## src/rtl/spi_mem_host.sv

```systemverilog
// SPI mode-0 memory host: turns a valid/ready request into a
// {cmd, addr, data} SPI frame and reports completion on a one-cycle pulse.
module spi_mem_host #(
    parameter int unsigned CLK_DIV      = 2,
    parameter int unsigned DUMMY_CYCLES = 32,
    parameter int unsigned CS_GAP       = 4,
    parameter logic [7:0]  CMD_WR       = 8'h02,
    parameter logic [7:0]  CMD_RD       = 8'h0B
) (
    input  logic        clk_i,
    input  logic        rst_i,
    // Handshake: a request transfers on a clk_i edge where req_valid_i and
    // req_ready_o are both high; the requester holds valid and its payload
    // stable until then. Responses are a single-cycle rsp_valid_o pulse and
    // cannot be back-pressured.
    input  logic        req_valid_i,
    output logic        req_ready_o,
    input  logic        req_we_i,
    input  logic [31:0] req_addr_i,
    input  logic [31:0] req_wdata_i,
    output logic        rsp_valid_o,
    output logic [31:0] rsp_rdata_o,
    output logic        busy_o,
    output logic        spi_sclk_o,
    output logic        spi_cs_no,
    output logic        spi_sdo_o,
    input  logic        spi_sdi_i
);

    typedef enum logic [2:0] {
        S_IDLE,
        S_SETUP,
        S_SHIFT_TX,
        S_DUMMY,
        S_SHIFT_RX,
        S_HOLD,
        S_GAP
    } state_t;

    localparam logic [7:0]  HALF_LAST  = 8'(CLK_DIV - 1);
    localparam logic [6:0]  DUMMY_LAST = (DUMMY_CYCLES == 0) ? 7'd0 : 7'(DUMMY_CYCLES - 1);
    localparam logic [15:0] GAP_LAST   = 16'(CS_GAP - 1);

    state_t       state_q, state_d;
    logic [7:0]   hcnt_q, hcnt_d;
    logic [6:0]   bcnt_q, bcnt_d;
    logic [15:0]  gcnt_q, gcnt_d;
    logic [71:0]  shreg_q, shreg_d;
    logic [31:0]  rx_q, rx_d;
    logic         we_q, we_d;
    logic         sclk_q, sclk_d;
    logic         cs_n_q, cs_n_d;
    logic         rsp_valid_q, rsp_valid_d;
    logic [31:0]  rsp_rdata_q, rsp_rdata_d;
    logic         tick;
    logic [6:0]   last_bit;

    // The outgoing bit is always the MSB of the shift register; it only
    // moves when the register shifts, which happens on SCLK falling edges.
    assign spi_sdo_o   = shreg_q[71];
    assign spi_sclk_o  = sclk_q;
    assign spi_cs_no   = cs_n_q;
    assign rsp_valid_o = rsp_valid_q;
    assign rsp_rdata_o = rsp_rdata_q;
    assign req_ready_o = (state_q == S_IDLE) && !rst_i;
    assign busy_o      = (state_q != S_IDLE);
    assign tick        = (hcnt_q == HALF_LAST);

    // Next-state and datapath update: half-period ticks toggle SCLK, the
    // bit counter counts SCLK periods within the current phase.
    always_comb begin
        state_d     = state_q;
        hcnt_d      = 8'd0;
        bcnt_d      = bcnt_q;
        gcnt_d      = gcnt_q;
        shreg_d     = shreg_q;
        rx_d        = rx_q;
        we_d        = we_q;
        sclk_d      = sclk_q;
        cs_n_d      = cs_n_q;
        rsp_valid_d = 1'b0;
        rsp_rdata_d = rsp_rdata_q;
        last_bit    = 7'd0;

        case (state_q)
            S_SHIFT_TX: last_bit = we_q ? 7'd71 : 7'd39;
            S_DUMMY:    last_bit = DUMMY_LAST;
            S_SHIFT_RX: last_bit = 7'd31;
            default:    last_bit = 7'd0;
        endcase

        if (state_q inside {S_SETUP, S_SHIFT_TX, S_DUMMY, S_SHIFT_RX, S_HOLD}) begin
            hcnt_d = tick ? 8'd0 : hcnt_q + 8'd1;
        end

        case (state_q)
            S_IDLE: begin
                if (req_valid_i && req_ready_o) begin
                    state_d = S_SETUP;
                    we_d    = req_we_i;
                    shreg_d = req_we_i ? {CMD_WR, req_addr_i, req_wdata_i}
                                       : {CMD_RD, req_addr_i, 32'h0};
                    cs_n_d  = 1'b0;
                    sclk_d  = 1'b0;
                end
            end
            S_SETUP: begin
                if (tick) begin
                    sclk_d  = 1'b1;
                    bcnt_d  = 7'd0;
                    state_d = S_SHIFT_TX;
                end
            end
            S_SHIFT_TX, S_DUMMY, S_SHIFT_RX: begin
                if (tick) begin
                    if (!sclk_q) begin
                        sclk_d = 1'b1;
                        if (state_q == S_SHIFT_RX) begin
                            rx_d = {rx_q[30:0], spi_sdi_i};
                        end
                    end else begin
                        sclk_d = 1'b0;
                        // Zeros shift in behind the payload, so sdo is 0
                        // through dummy, receive and hold.
                        shreg_d = {shreg_q[70:0], 1'b0};
                        if (bcnt_q != last_bit) begin
                            bcnt_d = bcnt_q + 7'd1;
                        end else begin
                            bcnt_d = 7'd0;
                            case (state_q)
                                S_SHIFT_TX: begin
                                    if (we_q)                   state_d = S_HOLD;
                                    else if (DUMMY_CYCLES == 0) state_d = S_SHIFT_RX;
                                    else                        state_d = S_DUMMY;
                                end
                                S_DUMMY: state_d = S_SHIFT_RX;
                                default: state_d = S_HOLD;
                            endcase
                        end
                    end
                end
            end
            S_HOLD: begin
                if (tick) begin
                    cs_n_d      = 1'b1;
                    shreg_d     = 72'h0;
                    rsp_valid_d = 1'b1;
                    if (!we_q) begin
                        rsp_rdata_d = rx_q;
                    end
                    gcnt_d  = 16'd0;
                    state_d = S_GAP;
                end
            end
            S_GAP: begin
                if (gcnt_q == GAP_LAST) begin
                    state_d = S_IDLE;
                end else begin
                    gcnt_d = gcnt_q + 16'd1;
                end
            end
            default: state_d = S_IDLE;
        endcase
    end

    // State and datapath registers; reset aborts any frame in flight.
    always_ff @(posedge clk_i) begin
        if (rst_i) begin
            state_q     <= S_IDLE;
            hcnt_q      <= 8'd0;
            bcnt_q      <= 7'd0;
            gcnt_q      <= 16'd0;
            shreg_q     <= 72'h0;
            rx_q        <= 32'h0;
            we_q        <= 1'b0;
            sclk_q      <= 1'b0;
            cs_n_q      <= 1'b1;
            rsp_valid_q <= 1'b0;
            rsp_rdata_q <= 32'h0;
        end else begin
            state_q     <= state_d;
            hcnt_q      <= hcnt_d;
            bcnt_q      <= bcnt_d;
            gcnt_q      <= gcnt_d;
            shreg_q     <= shreg_d;
            rx_q        <= rx_d;
            we_q        <= we_d;
            sclk_q      <= sclk_d;
            cs_n_q      <= cs_n_d;
            rsp_valid_q <= rsp_valid_d;
            rsp_rdata_q <= rsp_rdata_d;
        end
    end

endmodule

```

## config.mk

```make
export PLATFORM = sky130hd
export DESIGN_NAME = spi_mem_host
export DESIGN_NICKNAME = d
export VERILOG_FILES = /design/src/rtl/spi_mem_host.sv
export SDC_FILE = /design/constraint.sdc
export NUM_CORES = 1
export LEC_CHECK = 0
export BUFFER_PORTS_ARGS = -buffer_cell sky130_fd_sc_hd__buf_2
export CORE_MARGIN = 2
export CORE_UTILIZATION = 61
export CTS_CLUSTER_DIAMETER = 50
export DETAILED_ROUTE_END_ITERATION = 8
export PLACE_DENSITY = 0.85
export SYNTH_ARGS = -nofsm -noshare
export SYNTH_HDL_FRONTEND = slang
export SYNTH_SLANG_ARGS = --single-unit
```

## constraint.sdc

```tcl
create_clock -name clk_i -period 5.4 [get_ports clk_i]
set_clock_uncertainty 0.1 [all_clocks]
set_input_delay 1.08 -clock clk_i [delete_from_list [all_inputs] [get_ports clk_i]]
set_output_delay 1.08 -clock clk_i [all_outputs]
set_load 0.05 [all_outputs]
```

---- Word level (Yosys, flattened, before mapping) ----
Index checks and enable logic that the tools add are counted.
word-level totals
  output and inout port bits .............. 38
  logic and storage cells ................. 92
  bits in registers ....................... 174
cells by class
  equal/unequal tests ..................... 17
  add/sub/neg operators ................... 3
  reductions and logical operators ........ 24
  multiplexer cells ....................... 33
  bitwise logic cells ..................... 4
operators with widths
  kind                                                               count
  72-bit two-way mux                                                 4
  72-bit one-hot mux with 3 select lines                             1
  68-bit two-way mux                                                 1
  7-bit two-way mux                                                  5
  16-bit two-way mux                                                 2
  16-bit one-hot mux with 2 select lines                             1
  7-bit one-hot mux with 2 select lines                              2
  3-bit two-way mux                                                  8
  16-bit by 1-bit adder with 16-bit output (second input constant)   1
  16-bit by 2-bit == test with 1-bit output (second input constant)  1
  3-bit one-hot mux with 5 select lines                              1
  2-bit inequality test (second input constant)                      7
  4-bit AND reduction                                                3
  3-bit == test (second input constant)                              3
  3-bit AND reduction                                                3
  3-bit nonzero test                                                 3
  8-bit by 1-bit adder with 8-bit output (second input constant)     1
  8-bit by 1-bit == test with 1-bit output (second input constant)   1
  7-bit by 1-bit adder with 7-bit output (second input constant)     1
  7-bit inequality test                                              1
  7-bit AND reduction                                                1
  3-bit by 2-bit == test with 1-bit output (second input constant)   2
  3-bit one-hot mux with 2 select lines                              1
  2-bit nonzero test                                                 3
  14 further kinds                                                   24

---- Longest topological paths before layout ----
  depth in word-level cells ............... 8
  depth in mapped cells ................... 9
  gate-level depth less buffers ........... 7

---- Least setup slack after synthesis ----
Ideal clock, no wire load.
  path type ............................... input to output
  from .................................... input rst_i
  to ...................................... output req_ready_o
  stages .................................. 4
  arrival time ............................ 2330 ps
  setup slack ............................. 1890 ps
  path through ............................ clkbuf_1 clkbuf_1 clkbuf_1 nor2_1
between the ends
  word-level cells in the longest chain between the ends .. 2
RTL lines
  what                line  text
  start: declaration  11    input logic rst_i,
  1-bit zero test     65    assign req_ready_o = (state_q == S_IDLE) && !rst_i;
  1-bit logical AND   65
  end: declaration    17    output logic req_ready_o,
No other way between the ends.

---- Worst setup path after layout ----
  from .................................... input rst_i
  to ...................................... register shreg_q[21]
between the ends
  word-level cells in the longest chain between the ends .. 5
RTL lines
  what                                                        line  text
  1-bit zero test                                             65
  1-bit logical AND                                           65
  1-bit logical AND                                           98    if (req_valid_i && req_ready_o) begin
  2-bit by 1-bit inequality test with 1-bit output (no line)  -
  5-bit AND reduction (no line)                               -
  end signal: assignment                                      185   shreg_q <= shreg_d;
  end: declaration                                            48    logic [71:0] shreg_q, shreg_d;
Parallel ways exist; a longest one is shown, timed or not.
A chain may end at the register's enable or synchronous reset.

==> metrics.log <==
INFO  metric run_status = completed
INFO  metric worst_r2r_path_depth = 6
INFO  metric hold_path.class = flip-flop to flip-flop
INFO  metric cts-resized-gates = 0
INFO  metric grt_max_degree = 84
INFO  metric areaGrowthSynthToFinish = 15.4%
INFO  metric timing.critical_path.slowest_cell_delay = 0.86 ns
INFO  metric worst_ir_drop_vdd = 0.000293 V
INFO  metric root_buffer = sky130_fd_sc_hd__clkbuf_16
INFO  metric required = 5.65 ns
INFO  metric wl = 16400 um
INFO  metric critical_path_class = input pin to flip-flop
INFO  metric place.port_buffers = 106
INFO  metric timing.final.hold_violations = 0
INFO  metric num_io_pins = 107
INFO  metric timing.final.crit_period = 3.32 ns
INFO  metric syn_avg_cell_area = 8.27 um2
INFO  metric via_count = 6470
INFO  metric netlist_instances = 862
INFO  metric clock.fmax = 301 MHz
INFO  metric worstHoldPathCells = 2
INFO  metric cts_inserted_buffers = 17
INFO  metric timing.critical_path.arrival = 3.57 ns
INFO  metric finalCritPeriodShare = 61.4%
INFO  metric cap_violations = 0
INFO  metric coreArea = 0.0114 mm2
INFO  metric netlist-cell-type-count = 58
INFO  metric synth_xor_area_share = 2.58%
INFO  metric synth_compound_gate_area_share = 18.1%
INFO  metric leakage = 2.98 nW
INFO  metric wl_met1 = 7330 um
INFO  metric drt_drc_violations_left = 0
INFO  metric max-clock-path-buffers = 2
INFO  metric tritoncts_clock_tree = done
INFO  metric post-synth-top-area-cell = sky130_fd_sc_hd__dfxtp_1
INFO  metric wl_met3 = 1070 um
INFO  metric die_width = 112 um
INFO  metric grt.total_usage = 26.4%
INFO  metric synth_top_family_by_area = simple AND/OR/NAND/NOR gates
INFO  metric p_total = 3.26 mW
INFO  metric final_weighted_congestion_of_routability_driven_global_placement = 0.850
INFO  metric route.detailed.wl_per_inst = 15.1 um
INFO  metric tns = 0 ns
INFO  metric ys_seq_area_share = 48.9%
INFO  metric crit_path_top_delay_cell = sky130_fd_sc_hd__o22a_2
INFO  metric met2_length = 7780 um
INFO  metric hold_path_origin = rsp_rdata_o[17]
INFO  metric timing.critical_path.from_type = input pin
INFO  metric yosys.area_share.simple = 24.9%
INFO  metric drt_pre_antenna_iters = 5
INFO  metric place.detailed.hpwl = 9860 um
INFO  metric start_util = 62.4%
INFO  metric worst-path-max-fanout = 63
INFO  metric antenna_violations_before_repair = 0
INFO  metric via_per_inst = 5.96
INFO  metric ys_async_sr_fraction = 0%
INFO  metric report.final.slew_viol_count = 0
INFO  metric synth_flop_cell = sky130_fd_sc_hd__dfxtp_1
INFO  metric design.final.nets = 1001
INFO  metric numClockSinks = 174
INFO  metric number_of_rows_in_the_core_area = 39
INFO  metric syn-cell-area = 0.00713 mm2
INFO  metric drt_iter0_drc = 517
INFO  metric timing.critical_path.cells = buf_4 > nor4b_1 > a41oi_1 > o22a_2 > buf_4 > a221oi_1 > nor3_1
INFO  metric setup_viol_count_final = 0
INFO  metric ranking_of_synthesized_cells_by_area = sky130_fd_sc_hd__dfxtp_1, sky130_fd_sc_hd__nand2_1, sky130_fd_sc_hd__a221oi_1, sky130_fd_sc_hd__a21oi_1, sky130_fd_sc_hd__nor3_1
INFO  metric post_layout_nonfiller_instances = 1085
INFO  metric power.density = 396 mW/mm2
INFO  metric synth_top_area_share = 48.9%
INFO  metric synth-adder-area-share = 0.702%
INFO  metric clk_transition_reported_paths = 0.06 ns
INFO  metric yosys-mux-area-fraction = 0.281%
INFO  metric postSynthRegisterBits = 174
INFO  metric final_layout_size_suffix_gt1_share = 16.5%
INFO  metric rsz0062_at_grt = no
INFO  metric highest-signal-layer = met4
INFO  metric postCtsSetupRepairBufs = 0
INFO  metric fp.dieArea = 0.0126 mm2
INFO  metric worst_pin_slew = 1.25 ns
INFO  metric grt_pass1_wl = 27600 um
INFO  metric die_h = 112 um
INFO  metric first_global_vias = 5921
INFO  metric dp_cells = 1052
INFO  metric critical_path.startpoint = rst_i
INFO  metric syn_nets = 935
INFO  metric worst_setup_path_end_kind = flip-flop
INFO  metric synth-edff-count = 0
INFO  metric slew-limit-headroom = 16.4%
INFO  metric regToRegStartpoint = hcnt_q[0]
INFO  metric ys.warnings.count = 0
INFO  metric route.antenna.remaining_nets = 0
INFO  metric hold_buffer_count_at_cts = 0
INFO  metric clkLatencyLatePin = 0.44 ns
INFO  metric gr-total-overflow = 0
INFO  metric worst_path_most_repeated_cell = sky130_fd_sc_hd__buf_4
INFO  metric htree_num_levels = 4
==> placed cells by master, fill, tap and decap left out, drive strengths merged, types with 8 or more instances in the layout <==
master / instances
a221oi: 63
nand4: 9
xor2: 11
nand2: 148
or3: 8
xnor2: 10
nor2: 96
o21ai: 14
nand3: 20
dfxtp: 174
nor3: 73
clkbuf: 18
buf: 113
inv: 17
a21oi: 90
==> report_power, final <==
group / total [mW] / internal, mW / switching [mW] / leakage (nW)
clock: 1.22 / 0.690 / 0.530 / 0.269
combinational: 0.562 / 0.191 / 0.370 / 1.30
sequential: 1.48 / 1.39 / 0.0894 / 1.41
total: 3.26 / 2.27 / 0.990 / 2.98
==> state kept, by name (all words and copies together), names as in the netlist <==
name,count
hcnt_q,8
bcnt_q,7
spi_sclk_o,1
spi_cs_no,1
gcnt_q,16
rx_q,32
state_q,3
shreg_q,72
rsp_rdata_o,32
rsp_valid_o,1
we_q,1
==> per-layer routing <==
| layer | vias to the layer above | global-route usage, % |
|---|---|---|
| met5 | - | 0 |
| met4 | 0 | 8.54 |
| li1 | 3196 | - |
| met1 | 3063 | 35.1 |
| met2 | 180 | 41.3 |
| met3 | 31 | 8.42 |
==> per-stage QoR <==
step / instance area, um2 / hold slack [ns] / util, % / setup slack (ns)
finish: 8220 / 0.349 / 72.0 / 2.08
global route: 8220 / 0.365 / 72.0 / 1.87
CTS: 8220 / 0.352 / 72.0 / 2.11
detailed placement: 7630 / 0.343 / 66.8 / 1.65
global placement: 7630 / 0.339 / 66.8 / 1.73
floorplan: 7130 / 0.332 / - / 1.89
==> critical path: cells and delay by family <==
family,cells,cell delay (ns)
buffers and inverters,2,0.87
and+or+nand+nor,2,0.31
AOI/OAI and AO/OA,3,1.28
==> final timing paths <==
check / endpoint / slack, ns
worst min register to register: rsp_rdata_o[17] / 0.35
worst min-delay path: rsp_rdata_o[17] / 0.35
worst max-delay path: shreg_q[21] / 2.08
worst max register to register: rx_q[3] / 2.27
==> logic make-up after synthesis <==
group / count (synthesis)
AOI/OAI and AO/OA: 193
DFF: 174
adders and majority gates: 4
xor gates and xnor gates: 21
muxes: 2
buffers and inverters: 78
and+or+nand+nor: 390
==> cell type report <==
| type | count | area, um2 |
|---|---|---|
| inverters | 12 | 45.0 |
| multi-input cells | 610 | 3340 |
| diodes | 1 | 2.50 |
| flip-flops and latches | 174 | 3480 |
| clock inverters | 14 | 159 |
| repair buffers | 113 | 586 |
| clock buffers | 18 | 429 |
| fillers | 885 | 3200 |
| well taps | 143 | 179 |
==> synth_stat cells (all sizes together), types with 3 or more instances <==
cell type	instances
nand2	148
nor3	73
xnor2	10
nor4b	3
nand3	20
a221oi	63
a211oi	7
nor2	96
and2	6
dfxtp	174
xor2	11
nand4	9
buf	15
inv	12
o41ai	3
or3	8
or4	3
a21oi	90
clkbuf	51
and3	4
o21ai	14
nand2b	3
ha	4
(Power assumes the default switching activity.)
